--- src/rtl/proj_fm_read_sequencer.sv ---
// proj_fm_read_sequencer
// Read-side sequencer for the FM buffer. Arms on the write-side wrap pulse,
// accepts a start address, issues READ_ADDRESSES_COUNT single-cycle RAM reads
// and streams the returned words over valid/ready through a 2-entry skid.
//
// in_rd_data is sampled on the rising edge that closes an out_rd_en cycle, so
// a read strobed in cycle N shows up as a stream beat in cycle N+1.
//
// Optional feature macro: PROJ_FM_READER_WRAP_EN
//   defined   : read ranges crossing the buffer end wrap to address 0,
//               out_err is tied low.
//   undefined : ranges crossing the buffer end are rejected with an out_err
//               pulse; the sequencer stays idle and armed.

module proj_fm_read_sequencer #(
   parameter int FM_BUFFER_SIZE       = 16,  // proj_pkg::FM_BUFFER_SIZE
   parameter int ADDR_WIDTH           = $clog2(FM_BUFFER_SIZE),
   parameter int READ_ADDRESSES_COUNT = 4,   // proj_pkg::FM_EXTENDER_BASES_READ_COUNT
   parameter int DATA_WIDTH           = 8
) (
   input  logic                  in_clk,
   input  logic                  in_rst,
   input  logic                  in_buffer_full,
   input  logic                  in_req_valid,
   input  logic [ADDR_WIDTH-1:0] in_req_start_addr,
   output logic                  out_req_ready,
   output logic                  out_rd_en,
   output logic [ADDR_WIDTH-1:0] out_rd_addr,
   input  logic [DATA_WIDTH-1:0] in_rd_data,
   output logic                  out_data_valid,
   output logic [DATA_WIDTH-1:0] out_data,
   input  logic                  in_data_ready,
   output logic                  out_done,
   output logic                  out_err
);

   localparam int CNT_W = $clog2(READ_ADDRESSES_COUNT + 1);

   typedef enum logic [1:0] {
      S_IDLE,
      S_READ,
      S_DRAIN
   } state_t;

   state_t                state;
   state_t                state_nxt;

   logic                  armed;
   logic                  armed_nxt;
   logic                  req_ready_q;
   logic                  req_ready_nxt;
   logic                  rd_en_q;
   logic                  rd_en_nxt;
   logic [ADDR_WIDTH-1:0] rd_addr_q;
   logic [ADDR_WIDTH-1:0] rd_addr_nxt;
   logic [CNT_W-1:0]      reads_left;
   logic [CNT_W-1:0]      reads_left_nxt;
   logic [CNT_W-1:0]      beats_left;
   logic [CNT_W-1:0]      beats_left_nxt;
   logic                  done_q;
   logic                  done_nxt;
   logic                  err_q;
   logic                  err_nxt;

   // skid buffer: entry 0 is the head presented on out_data
   logic [DATA_WIDTH-1:0] skid0;
   logic [DATA_WIDTH-1:0] skid0_nxt;
   logic [DATA_WIDTH-1:0] skid1;
   logic [DATA_WIDTH-1:0] skid1_nxt;
   logic [1:0]            skid_cnt;
   logic [1:0]            skid_cnt_nxt;
   logic                  valid_q;
   logic                  valid_nxt;

   logic                  push;
   logic                  pop;
   logic                  handshake;
   logic                  reject;
   logic [ADDR_WIDTH-1:0] addr_inc;

   // State and datapath registers; everything visible on the ports is a flop.
   always_ff @(posedge in_clk or posedge in_rst) begin
      if (in_rst) begin
         state       <= S_IDLE;
         armed       <= 1'b0;
         req_ready_q <= 1'b0;
         rd_en_q     <= 1'b0;
         rd_addr_q   <= '0;
         reads_left  <= '0;
         beats_left  <= '0;
         done_q      <= 1'b0;
         err_q       <= 1'b0;
         skid0       <= '0;
         skid1       <= '0;
         skid_cnt    <= '0;
         valid_q     <= 1'b0;
      end else begin
         state       <= state_nxt;
         armed       <= armed_nxt;
         req_ready_q <= req_ready_nxt;
         rd_en_q     <= rd_en_nxt;
         rd_addr_q   <= rd_addr_nxt;
         reads_left  <= reads_left_nxt;
         beats_left  <= beats_left_nxt;
         done_q      <= done_nxt;
         err_q       <= err_nxt;
         skid0       <= skid0_nxt;
         skid1       <= skid1_nxt;
         skid_cnt    <= skid_cnt_nxt;
         valid_q     <= valid_nxt;
      end
   end

   // Next-state, read issue, skid update, armed tracking and output flops' inputs.
   always_comb begin
      state_nxt      = state;
      rd_en_nxt      = 1'b0;
      rd_addr_nxt    = rd_addr_q;
      reads_left_nxt = reads_left;
      beats_left_nxt = beats_left;
      done_nxt       = 1'b0;
      err_nxt        = 1'b0;
      skid0_nxt      = skid0;
      skid1_nxt      = skid1;

      push      = rd_en_q;               // a read issued last cycle returns now
      pop       = valid_q & in_data_ready;
      handshake = (state == S_IDLE) & req_ready_q & in_req_valid;

`ifdef PROJ_FM_READER_WRAP_EN
      reject = 1'b0;
`else
      reject = (32'(in_req_start_addr) + 32'(READ_ADDRESSES_COUNT)) > 32'(FM_BUFFER_SIZE);
`endif

      if (rd_addr_q == ADDR_WIDTH'(FM_BUFFER_SIZE - 1)) begin
         addr_inc = '0;
      end else begin
         addr_inc = rd_addr_q + 1'b1;
      end

      // skid buffer, FIFO order
      skid_cnt_nxt = skid_cnt + {1'b0, push} - {1'b0, pop};
      case (skid_cnt)
         2'd0: begin
            if (push) skid0_nxt = in_rd_data;
         end
         2'd1: begin
            if (push && pop) skid0_nxt = in_rd_data;
            else if (push)   skid1_nxt = in_rd_data;
         end
         default: begin
            if (pop) begin
               skid0_nxt = skid1;
               if (push) skid1_nxt = in_rd_data;
            end
         end
      endcase
      valid_nxt = (skid_cnt_nxt != 2'd0);

      if (pop) beats_left_nxt = beats_left - 1'b1;

      // The next read is allowed only if the data already held plus what lands
      // this edge leaves room, so occupancy + in-flight never exceeds 2.
      case (state)
         S_IDLE: begin
            if (handshake) begin
               if (reject) begin
                  err_nxt = 1'b1;
               end else begin
                  rd_en_nxt      = 1'b1;
                  rd_addr_nxt    = in_req_start_addr;
                  reads_left_nxt = CNT_W'(READ_ADDRESSES_COUNT - 1);
                  beats_left_nxt = CNT_W'(READ_ADDRESSES_COUNT);
                  state_nxt      = (READ_ADDRESSES_COUNT == 1) ? S_DRAIN : S_READ;
               end
            end
         end
         S_READ: begin
            if ((reads_left != '0) && (skid_cnt_nxt < 2'd2)) begin
               rd_en_nxt      = 1'b1;
               rd_addr_nxt    = addr_inc;
               reads_left_nxt = reads_left - 1'b1;
               if (reads_left == CNT_W'(1)) state_nxt = S_DRAIN;
            end
         end
         S_DRAIN: begin
            if (pop && (beats_left == CNT_W'(1))) begin
               done_nxt  = 1'b1;
               state_nxt = S_IDLE;
            end
         end
         default: state_nxt = S_IDLE;
      endcase

      // armed clears in the cycle out_done is high; a coincident full pulse wins.
      armed_nxt     = in_buffer_full | (armed & ~done_q);
      req_ready_nxt = (state_nxt == S_IDLE) & armed_nxt & ~done_nxt;
   end

   assign out_req_ready  = req_ready_q;
   assign out_rd_en      = rd_en_q;
   assign out_rd_addr    = rd_addr_q;
   assign out_data_valid = valid_q;
   assign out_data       = skid0;
   assign out_done       = done_q;
`ifdef PROJ_FM_READER_WRAP_EN
   assign out_err        = 1'b0;
`else
   assign out_err        = err_q;
`endif

endmodule

--- config.mk ---
export PLATFORM = sky130hd
export DESIGN_NAME = proj_fm_read_sequencer
export DESIGN_NICKNAME = d
export VERILOG_FILES = /design/src/rtl/proj_fm_read_sequencer.sv
export SDC_FILE = /design/constraint.sdc
export NUM_CORES = 1
export LEC_CHECK = 0
export BUFFER_PORTS_ARGS = -buffer_cell sky130_fd_sc_hd__buf_2
export CORE_AREA = 8 8 64 66
export DETAILED_ROUTE_END_ITERATION = 12
export DIE_AREA = 0 0 72 74
export PLACE_DENSITY = 0.77
export SLEW_MARGIN = 20
export SYNTH_ARGS = -nofsm -noshare
export SYNTH_HDL_FRONTEND = slang
export SYNTH_SLANG_ARGS = --single-unit
--- constraint.sdc ---
create_clock -name in_clk -period 3.2 [get_ports in_clk]
set_input_delay 0 -clock in_clk [delete_from_list [all_inputs] [get_ports in_clk]]
set_output_delay 0 -clock in_clk [all_outputs]
set_load 0.02 [all_outputs]
# Yosys cells after proc, flatten, opt, wreduce, memory -nomap -nowiden
# Cells that the tools add are included.
# classes
muxes,36
n_reduce_logical,14
n_bitwise,10
add_sub_neg,6
eq_ne,12
magnitude_cmp,2
# ops
op,n
two-way mux 8 bit,6
one-hot mux 8 bit (2 select lines),2
two-way mux 3 bit,7
two-way mux 4 bit,4
inequality test 2 bit (second input constant),6
two-way mux 2 bit,5
two-way mux 1 bit,8
one-hot mux 4 bit (2 select lines),1
AND 1 bit,6
== test 3 x 1 -> 1 bit (second input constant),2
logical NOT 2 bit,3
one-hot mux 2 bit (3 select lines),1
one-hot mux 3 bit (2 select lines),1
AND reduction 3 bit,2
nonzero test 2 bit,3
nonzero test 3 bit,2
subtractor 3 x 1 -> 3 bit (second input constant),2
adder 4 x 3 -> 5 bit (second input constant),1
greater-than comparator 5 bit (second input constant),1
adder 4 x 1 -> 4 bit (second input constant),1
== test 2 x 1 -> 1 bit (second input constant),2
== test 4 bit (second input constant),1
AND reduction 4 bit,1
logical AND 1 bit,3
7 further kinds,9
# word_totals
ff_bits,36
word_cells,93

# Longest topological paths before layout
# Gate-level depths: netlist (run 1).
# logic_depth
ltp_word,9
ltp_mapped,9
mapped_depth_nobuf,9

# Worst setup path before layout (run 1)
# OpenSTA, ideal clock, no wires.
# synth_path
path_kind,register -> register
startpoint,"reg valid_q, in the netlist out_data_valid"
endpoint,"reg rd_addr_q[3], in the netlist out_rd_addr[3]"
period_less_slack_ns,2.133
path_stages_with_launch,10
path_buffers,0
setup_time_ns,0.127
path_slack_ns,1.067
arrival_ns,2.006
required_ns,3.073
path_cell_list,dfrtp_1 -> nand2_1 -> nand2_1 -> nand2_1 -> ha_1 -> xor2_1 -> xor2_2 -> a21oi_2 -> inv_2 -> mux2_1
# synth_between
elab_chain_len,6
# synth_lines
element,line,source
from (decl),72,logic valid_q;
from (signal assigned),110,valid_q <= valid_nxt;
AND 1 bit,127,pop = valid_q & in_data_ready;
subtractor 2 x 1 -> 2 bit,143,"skid_cnt_nxt = skid_cnt + {1'b0, push} - {1'b0, pop};"
< comparator 2 bit,180,if ((reads_left != '0) && (skid_cnt_nxt < 2'd2)) begin
logical AND 1 bit,180,
inequality test 2 bit (no source line),n/a,
AND reduction 4 bit (no source line),n/a,
to (signal assigned),102,rd_addr_q <= rd_addr_nxt;
to (decl),54,logic [ADDR_WIDTH-1:0] rd_addr_q;
# Every way passes these cells.
# A chain may end at the register's enable or synchronous reset.

# Worst setup path in the final report (run 1)
# Same ends and word-level chain as after synthesis.

==> run_results.csv, run 1 <==
group,metric,value,unit
clock_tree,post_cts_buffers,0,
clock_tree,cts_root_buf,"clkbuf_4",
logic_synthesis,synth_fp_nets,181,
sta,finalClockSkew,5.623,ps
clock_tree,cts_made_buffers,5,
logic_synthesis,synth-edff-count,0,
logic_synthesis,syn_area,1718,um^2
logic_synthesis,synth_seq_cells,36,
floorplanning,io_pins,34,
worst_setup_path,crit_path_start_kind,"register",
worst_setup_path,cp.required,3420,ps
logic_synthesis,syn_area_per_cell,10.94,um^2
layout,synthToLayoutAreaGrowth,22.51,%
hold_path,worstHoldPathType,"input pin to register",
worst_setup_path,cp_num_buf_inv,1,
logic_synthesis,synth_commonest_cells,"dfrtp_1 (36), nor2_1 (16), a21oi_1 (15), inv_1 (9)",
grt,grt_pass1_wl,6.203,mm
grt,grt_start_max_net_pins,37,
logic_synthesis,netlist_top_cells_area,"dfrtp_1 (52%), mux2_2 (5.2%), ha_1 (5.1%)",
sta,rsz0062_at_grt,"false",
power,p_total,2.117,mW
worst_setup_path,slowest_delay,420,ps
layout,insertedDiodeCount,0,
sta,worst_slew_pin_slew,664.2,ps
place,dp_cells,233,
clock_tree,clk_path_buf_depth,2,
flow_run,maxCapViolCount,0,
layout,fill_cells,259,
routing,drc,0,
clock_tree,htreeDepth,2,
power,peakVddDrop,0.5256,mV
logic_synthesis,async_flop_share,100.0,%
layout,final_nets,231,
sta,slew_violations,0,
clock_tree,cts_tree,"done",
worst_setup_path,crit_type,"register to register",
routing,wl,3.539,mm
logic_synthesis,synth.distinct_cells,39,
routing,postRouteAntennaNets,0,
logic_synthesis,synth_top_area_share,52.44,%
logic_synthesis,yosysWarningCount,0,
routing,drt-initial-drc-count,30,
sta,whs,31.69,ps
floorplanning,num_rows,21,
routing,drt-vias-per-instance,5.138,
floorplanning,chipHeight,74,um
sta,hold_viol,0,
layout,layout-drive-gt1-share,26.09,%
sta,finalSetupViolCount,0,
worst_setup_path,arrival,2460,ps
worst_setup_path,path_max_fanout,7,
place,post-dp-hpwl,2.607,mm
floorplanning,core-area,3179,um^2
power,leakage,0.9965,nW
power,p_per_area,1006,nW/um^2
floorplanning,start_util,54.03,%
sta,period_needed,2240,ps
grt,grt_usage,14.88,%
routing,vias,1300,
sta,timing.fmax,446.5,MHz
logic_synthesis,synth.most_common_cell,"dfrtp_1",
status,status,"completed",
sta,setup-tns-final,0,ps
logic_synthesis,yosysTopAreaCell,"dfrtp_1",
logic_synthesis,yosys_most_used_dff,"dfrtp_1",
layout,fin_cells,253,
layout,final_core_util,66.19,%
worst_setup_path,cp-end-kind,"register",
logic_synthesis,synth_seq_area_share,52.44,%
place,portBuffers,33,
floorplanning,dieWidth,72,um
sta,max-slew-margin-rel,55.63,%
grt,grt_overflow,0,
logic_synthesis,syn_inst,157,
sta,min_period_over_period,69.99,%
worst_setup_path,cp_common_cell,"nand2_1",
worst_setup_path,cp_top_family,"XOR/XNOR gates",
routing,wl_per_cell,13.99,um
clock_tree,clk_latency,330,ps
place,gp_congestion,0.9244,
floorplanning,die-area,5328,um^2
clock_tree,clk_pin_slew,100,ps
clock_tree,cts.sinks,36,
grt,grt_pass1_vias,1364,
worst_setup_path,crit_path_top_delay_cell,"dfrtp_1",
routing,dr.pass1.iters,4,
grt,antenna_found_initial,0,
worst_setup_path,worstPathCellList,"nand2_1, nand2_1, nand2_1, ha_1, xor2_1, xor2_2, a21oi_2, inv_2, mux2_1",
==> state kept, by name, summed over array words and instances, names as in the netlist <==
register        cells
out_err             1
reads_left          3
out_req_ready       1
armed               1
beats_left          3
out_data            8
out_rd_addr         4
out_data_valid      1
skid_cnt            2
skid1               8
out_rd_en           1
out_done            1
state               2
==> kinds of logic (layout without fill, tap and decap cells) <==
logic type	count (synthesis)	count (layout)	share of synthesized area, %
AO/OA/AOI/OAI	33	33	12.02
XOR/XNOR	4	4	2.477
adder cells (fa/ha/maj)	7	7	5.098
buffers and inverters	14	64	3.350
flip-flops	36	36	52.44
multiplexers	18	18	11.22
AND/OR/NAND/NOR	45	45	13.40
==> report_power, final <==
part           switching (mW)  leakage, nW  internal [mW]  total [mW]
Combinational           0.610        0.546          0.440        1.05
Sequential              0.173        0.422          0.672       0.845
Clock                   0.141       0.0281         0.0809       0.222
Total                   0.925        0.997           1.19        2.12
==> metal layers <==
metal / wire, um / share of wire (%) / vias up / track usage [%]
li1: - / - / 647 / -
met4: 51 / 1.4 / 0 / 6.122
met2: 1863 / 53 / 20 / 25.91
met5: 0 / 0 / - / 0
met3: 143 / 4.0 / 5 / 3.639
met1: 1482 / 42 / 628 / 17.18
==> tightest hold or removal path, cell delays in order <==
cell     delay (ps)
buf_2           110
a21oi_1         130
a21oi_1          90
==> cell usage in the layout (no fill, tap or decap), drive strengths merged, types with 3 or more instances in the layout <==
cell type and count:
nand2b 3, xor2 3, o21ai 4, mux2 10, dlygate4sd3 13, clkbuf 6, mux2i 8, inv 10
dfrtp 36, nor2 16, o211ai 3, nand3 3, buf 34, a21oi 17, ha 7, nand2 8
==> through the flow <==
| step | setup WS [ps] | instance area (um^2) |
|---|---|---|
| floorplan | 1067 | 1718 |
| global placement | 1100 | 1928 |
| detailed placement | 986.5 | 1928 |
| CTS | 940.7 | 2105 |
| global route | 783.6 | 2105 |
| finish | 960.4 | 2105 |
==> final cells by class <==
class / instances / area [um^2] / share of cell area, %
Clock inverter: 1 / 5.005 / 0.2378
Sequential cell: 36 / 900.9 / 42.81
Timing Repair Buffer: 47 / 302.8 / 14.39
Inverter: 10 / 37.54 / 1.784
Clock buffer: 6 / 41.29 / 1.962
Multi-Input combinational cell: 107 / 759.5 / 36.09
Tap cell: 46 / 57.56 / 2.735
==> timing repair <==
action	in CTS	in global routing
endpoints found under the hold margin	55	0
hold buffers	13	0
resized for setup	0	0
==> final timing paths <==
| kind | cells past startpoint | endpoint | start | slack [ps] |
|---|---|---|---|---|
| max reg2reg | 9 | out_rd_addr[3] | out_data_valid | 960 |
| min reg2reg | 1 | armed | armed | 510 |
| min | 3 | out_rd_addr[0] | in_req_start_addr[0] | 30 |
| min in group asynchronous | 4 | out_data[7] | in_rst | 290 |
| max in group asynchronous | 4 | reads_left[2] | in_rst | 2600 |
| max | 9 | out_rd_addr[3] | out_data_valid | 960 |
No activity file was read; power rests on OpenSTA's default activity.
==> run 2: changes to the inputs <==
--- a/config.mk
+++ b/config.mk
@@ -6,10 +6,10 @@
 export NUM_CORES = 1
 export LEC_CHECK = 0
 export BUFFER_PORTS_ARGS = -buffer_cell sky130_fd_sc_hd__buf_2
-export CORE_AREA = 8 8 64 66
+export CORE_AREA = 8 8 66 68
 export DETAILED_ROUTE_END_ITERATION = 12
-export DIE_AREA = 0 0 72 74
-export PLACE_DENSITY = 0.77
+export DIE_AREA = 0 0 74 76
+export PLACE_DENSITY = 0.72
 export SLEW_MARGIN = 20
 export SYNTH_ARGS = -nofsm -noshare
 export SYNTH_HDL_FRONTEND = slang
==> constraint.sdc (replaced) <==
create_clock -name in_clk -period 2.3 [get_ports in_clk]
set_input_delay 0 -clock in_clk [delete_from_list [all_inputs] [get_ports in_clk]]
set_output_delay 0 -clock in_clk [all_outputs]
set_load 0.02 [all_outputs]
==> run 2 against run 1 <==
Cell area is 2.4% higher; hold slack worse by 12 ps; non-clock buffer count increased by 4; critical endpoint unchanged; highest routed layer unchanged.
==> run_results.csv, run 2 (synthesis gave the netlist of run 1 again) <==
group,metric,value,unit
status,status,"completed",
place,gp_congestion,0.8370,
grt,grt_overflow,0,
clock_tree,cts_tree,"done",
layout,final_nets,235,
layout,layout-drive-gt1-share,27.96,%
worst_setup_path,r2r_slack,170,ps
layout,fin_cells,259,
place,dp_cells,238,
routing,wl,3.787,mm
sta,hold_viol,0,
worst_setup_path,crit-reg2reg-capture,"out_rd_addr[3]",
layout,fill_cells,299,
floorplanning,num_rows,22,
routing,drt-initial-drc-count,34,
hold_path,min_to,"out_rd_addr[1]",
clock_tree,clk_pin_slew,110,ps
grt,grt_start_max_net_pins,37,
hold_path,worstHoldStart,"in_req_start_addr[1]",
floorplanning,core-area,3441,um^2
worst_setup_path,crit_type,"register to register",
layout,final_core_util,62.65,%
grt,grt_pass1_wl,6.320,mm
grt,grt_usage,14.26,%
floorplanning,io_pins,34,
routing,vias,1342,
worst_setup_path,r2r_cells,8,
clock_tree,clk_latency,330,ps
power,p_per_area,1433,nW/um^2
worst_setup_path,cp.required,2520,ps
floorplanning,die-area,5624,um^2
layout,final_cell_mix,"dfrtp_1 (36), buf_2 (33), nor2_1 (16)",
layout,synthToLayoutAreaGrowth,25.49,%
worst_setup_path,crit_path_start_kind,"register",
grt,antenna_found_initial,0,
sta,min_period_over_period,92.62,%
sta,rsz0062_at_grt,"false",
power,peakVddDrop,0.6986,mV
sta,period_needed,2130,ps
sta,timing.fmax,469.4,MHz
sta,finalSetupViolCount,0,
grt,grt_pass1_vias,1404,
place,portBuffers,33,
sta,slew_violations,0,
floorplanning,chipHeight,76,um
clock_tree,cts_root_buf,"clkbuf_4",
power,leakage,1.024,nW
floorplanning,dieWidth,74,um
worst_setup_path,arrival,2350,ps
sta,max-slew-margin-rel,56.60,%
routing,drt-vias-per-instance,5.181,
hold_path,hold_depth,4,
routing,postRouteAntennaNets,0,
sta,finalClockSkew,10.42,ps
clock_tree,cts_made_buffers,5,
worst_setup_path,cp-end-kind,"register",
hold_path,worstHoldPathType,"input pin to register",
clock_tree,htreeDepth,2,
worst_setup_path,worstReg2RegStart,"skid_cnt[0]",
layout,insertedDiodeCount,0,
sta,setup-tns-final,0,ps
flow_run,maxCapViolCount,0,
routing,wl_per_cell,14.62,um
sta,worst_slew_pin_slew,650.9,ps
routing,dr.pass1.iters,4,
routing,drc,0,
worst_setup_path,path_max_fanout,5,
clock_tree,clk_path_buf_depth,2,
layout,final_common_cell,"dfrtp_1",
place,post-dp-hpwl,2.757,mm
floorplanning,start_util,49.93,%
clock_tree,cts.sinks,36,
## run 2: changes by cell type in the layout (fill, tap and decap cells not counted)
cell / before / now
clkbuf_8: 0 / 2
buf_4: 1 / 5
clkbuf_1: 1 / 0
clkinv_2: 1 / 0
## run 2: stage by stage
step	setup WS, ps	power, mW	instance area [um^2]	hold WS (ps)
6_report	169.8	3.089	2156	19.29
5_1_grt	25.13	3.354	2156	31.89
4_1_cts	104.5	3.087	2148	5.095
3_5_place_dp	153.4	2.696	1953	129.0
3_3_place_gp	270.9	2.602	1953	110.1
2_1_floorplan	166.6	2.261	1718	105.1
## run 2: critical path, stage by stage (launching register included)
cell      delay [ps]
dfrtp_1          410
nand3b_1         250
nand2_1          120
ha_1             160
xor2_1           240
xor2_2           280
a21oi_2          120
inv_2            110
mux2_1           330
## run 2: power by group
| group | internal (mW) | switching, mW | total, mW |
|---|---|---|---|
| Clock | 0.173 | 0.196 | 0.370 |
| Sequential | 0.936 | 0.223 | 1.16 |
| Combinational | 0.665 | 0.895 | 1.56 |
## run 2: routing by layer
layer  track usage, %  share of wire (%)  up-vias
met3            4.211                5.0        5
met1            15.11                 40      652
met4            4.200                1.1        0
li1                 -                  -      658
met5                0                  0        -
met2            25.70                 54       27
## run 2: worst max-delay path by stage
stage | start | end | slack (ps)
global placement | skid_cnt[0] | out_rd_addr[1] | 270
detailed placement | skid_cnt[0] | out_rd_addr[3] | 150
global route | skid_cnt[0] | out_rd_addr[3] | 30
floorplan | out_data_valid | out_rd_addr[3] | 170
finish | skid_cnt[0] | out_rd_addr[3] | 170
CTS | skid_cnt[0] | out_rd_addr[3] | 100
## run 2: cell type report
class	instances	area, um^2	area share, %
Tap cell	48	60.06	2.786
Sequential cell	36	900.9	41.79
Inverter	10	37.54	1.741
Multi-Input combinational cell	107	759.5	35.23
Clock buffer	7	65.06	3.018
Timing Repair Buffer	51	332.8	15.44
## run 2: timing repair
| action | in CTS | in global routing |
|---|---|---|
| hold buffers | 13 | 0 |
| setup endpoints to repair | 0 | 2 |
| buffers inserted | 0 | 1 |
| resized for setup | 0 | 0 |
| hold endpoints to repair | 55 | 0 |
==> run 3: changes to the inputs <==
--- a/config.mk
+++ b/config.mk
@@ -10,6 +10,7 @@
 export DETAILED_ROUTE_END_ITERATION = 12
 export DIE_AREA = 0 0 74 76
 export PLACE_DENSITY = 0.72
+export SETUP_SLACK_MARGIN = 0.2
 export SLEW_MARGIN = 20
 export SYNTH_ARGS = -nofsm -noshare
 export SYNTH_HDL_FRONTEND = slang
==> run 3 against run 2 <==
Core utilization up 1.7 points; critical path depth is the same; first-iteration DRC count shrank 18%; clock-buffer cell count decreased by 2; hold slack improved by 5.1 ps; sequential cell count stayed put; critical path type unchanged; sequential power is essentially flat; highest routed layer unchanged; combinational power is 6% higher; die area stayed put; clock skew grew 2.3 ps.
==> run_results.csv, run 3 (synthesis gave the netlist of run 1 again) <==
group,metric,value,unit
worst_setup_path,crit_path_top_delay_cell,"dfrtp_1",
place,post-dp-hpwl,2.852,mm
layout,insertedDiodeCount,0,
routing,drt-initial-drc-count,28,
clock_tree,clk_pin_slew,110,ps
power,clockPowerShare,13.4,%
clock_tree,clk_path_buf_depth,2,
floorplanning,num_rows,22,
clock_tree,cts_made_buffers,5,
sta,timing.fmax,506.6,MHz
floorplanning,start_util,49.93,%
sta,period_needed,1974,ps
floorplanning,chipHeight,76,um
power,leakage,1.045,nW
worst_setup_path,path_max_fanout,5,
layout,final_cell_mix,"dfrtp_1 (35), buf_2 (33), nor2_1 (16)",
grt,grt_pass1_wl,6.444,mm
floorplanning,io_pins,34,
power,p_total,3.245,mW
routing,drc,0,
place,gp_congestion,0.8530,
hold_path,worstHoldPathType,"input pin to register",
power,p_int,1.892,mW
sta,min_period_over_period,85.82,%
floorplanning,core-area,3441,um^2
sta,finalSetupViolCount,0,
sta,rsz0062_at_grt,"false",
power,power_frac_comb,51.2,%
sta,max-slew-margin-rel,49.85,%
place,portBuffers,33,
power,p_per_area,1465,nW/um^2
flow_run,maxCapViolCount,0,
clock_tree,cts_tree,"done",
grt,grt_usage,14.66,%
sta,slew_violations,0,
routing,postRouteAntennaNets,0,
routing,wl_per_cell,14.41,um
layout,final_nets,239,
routing,drt-vias-per-instance,5.129,
hold_path,hold_depth,3,
layout,fill_cells,287,
floorplanning,die-area,5624,um^2
worst_setup_path,crit_cells,8,
worst_setup_path,cp_common_cell,"xor2_2",
worst_setup_path,cp_num_buf_inv,1,
layout,layout-drive-gt1-share,30.56,%
sta,setup-tns-final,0,ps
power,seqPwrFrac,35.4,%
grt,grt_pass1_vias,1486,
floorplanning,dieWidth,74,um
worst_setup_path,cp_top_family,"XOR/XNOR gates",
routing,dr.pass1.iters,4,
grt,antenna_found_initial,0,
power,peakVddDrop,0.7953,mV
power,p_sw_share,41.70,%
routing,wl,3.803,mm
worst_setup_path,crit_type,"register to register",
status,status,"completed",
sta,worst_slew_pin_slew,751.5,ps
worst_setup_path,cp-end-kind,"register",
grt,grt_start_max_net_pins,22,
clock_tree,htreeDepth,2,
layout,fin_cells,264,
worst_setup_path,cp.required,2520,ps
worst_setup_path,arrival,2190,ps
layout,final_common_cell,"dfrtp_1",
clock_tree,clk_latency,340,ps
worst_setup_path,crit_path_start_kind,"register",
sta,hold_viol,0,
routing,vias,1354,
sta,finalClockSkew,12.73,ps
worst_setup_path,r2r_cells,8,
grt,grt_overflow,0,
clock_tree,cts.sinks,36,
place,dp_cells,238,
worst_setup_path,slowest_delay,420,ps
worst_setup_path,worstPathCellList,"nand3b_1, nand2_1, ha_2, xor2_2, xor2_2, a21oi_2, inv_2, mux2_1",
clock_tree,cts_root_buf,"clkbuf_4",
layout,synthToLayoutAreaGrowth,28.91,%
power,p_sw,1.353,mW
[run 3: cell count changes in the layout (fill, tap and decap cells not counted), sizes merged]
cell | before | now
dlygate4sd3 | 13 | 14
clkinv | 0 | 1
buf | 38 | 41
clkbuf | 7 | 5
bufinv | 0 | 1
clkinvlp | 0 | 1
[run 3: worst reg2reg max path, cell delays in order, from the launching register on]
cell and delay [ps]:
dfrtp_1 420, nand3b_1 190, nand2_1 80, ha_2 190
xor2_2 160, xor2_2 270, a21oi_2 120, inv_2 100
mux2_1 330
[run 3: per-stage QoR]
step,hold slack [ps],utilization (%),instance area [um^2],setup WS [ps]
floorplan,105.1,-,1719,249.3
global placement,152.1,56.80,1954,277.2
detailed placement,167.0,56.80,1954,171.7
CTS,6.858,63.64,2190,227.9
global route,5.434,64.36,2215,210.2
finish,24.38,64.36,2215,326.1
[run 3: layer usage]
metal | vias up | track usage (%) | wire length, um
met2 | 29 | 26.06 | 1999
met4 | 0 | 8.000 | 103
met3 | 10 | 4.737 | 185
met5 | - | 0 | 0
li1 | 661 | - | -
met1 | 654 | 14.16 | 1515
[run 3: what timing repair did]
| item | 4_1_cts | 5_1_grt |
|---|---|---|
| endpoints found under the setup margin | 2 | 7 |
| resized for setup | 0 | 2 |
| pin swaps | 1 | 3 |
| gates cloned | 0 | 0 |
| buffers inserted | 2 | 2 |
| hold buffers | 14 | 0 |
| hold endpoints to repair | 40 | 0 |
[run 3: power groups by stage]
stage	registers, mW	logic [mW]	clock network, mW
after floorplan	1.28	0.978	0
after CTS	1.14	1.63	0.452
after global routing	1.19	1.84	0.475
after detailed placement	1.16	1.55	0
after global placement	1.13	1.47	0
final	1.15	1.66	0.435
[run 3: path summary, 6_finish.rpt]
check / from / end / slack (ps)
max in group asynchronous: in_rst / out_data[6] / 1290
min in group asynchronous: in_rst / out_done / 320
hold reg to reg: armed / armed / 490
setup / recovery: skid_cnt[0] / out_rd_addr[3] / 330
setup reg to reg: skid_cnt[0] / out_rd_addr[3] / 330
hold / removal: in_req_start_addr[0] / out_rd_addr[0] / 20
[run 3: cell type report]
type	instances	area, um^2	area share (%)
clock buffer	5	37.54	1.695
tap	48	60.06	2.712
inverter	10	37.54	1.695
clock inverter	3	42.54	1.921
timing repair buffer	55	365.4	16.50
multi-input combinational	107	769.5	34.75
sequential	36	902.1	40.73
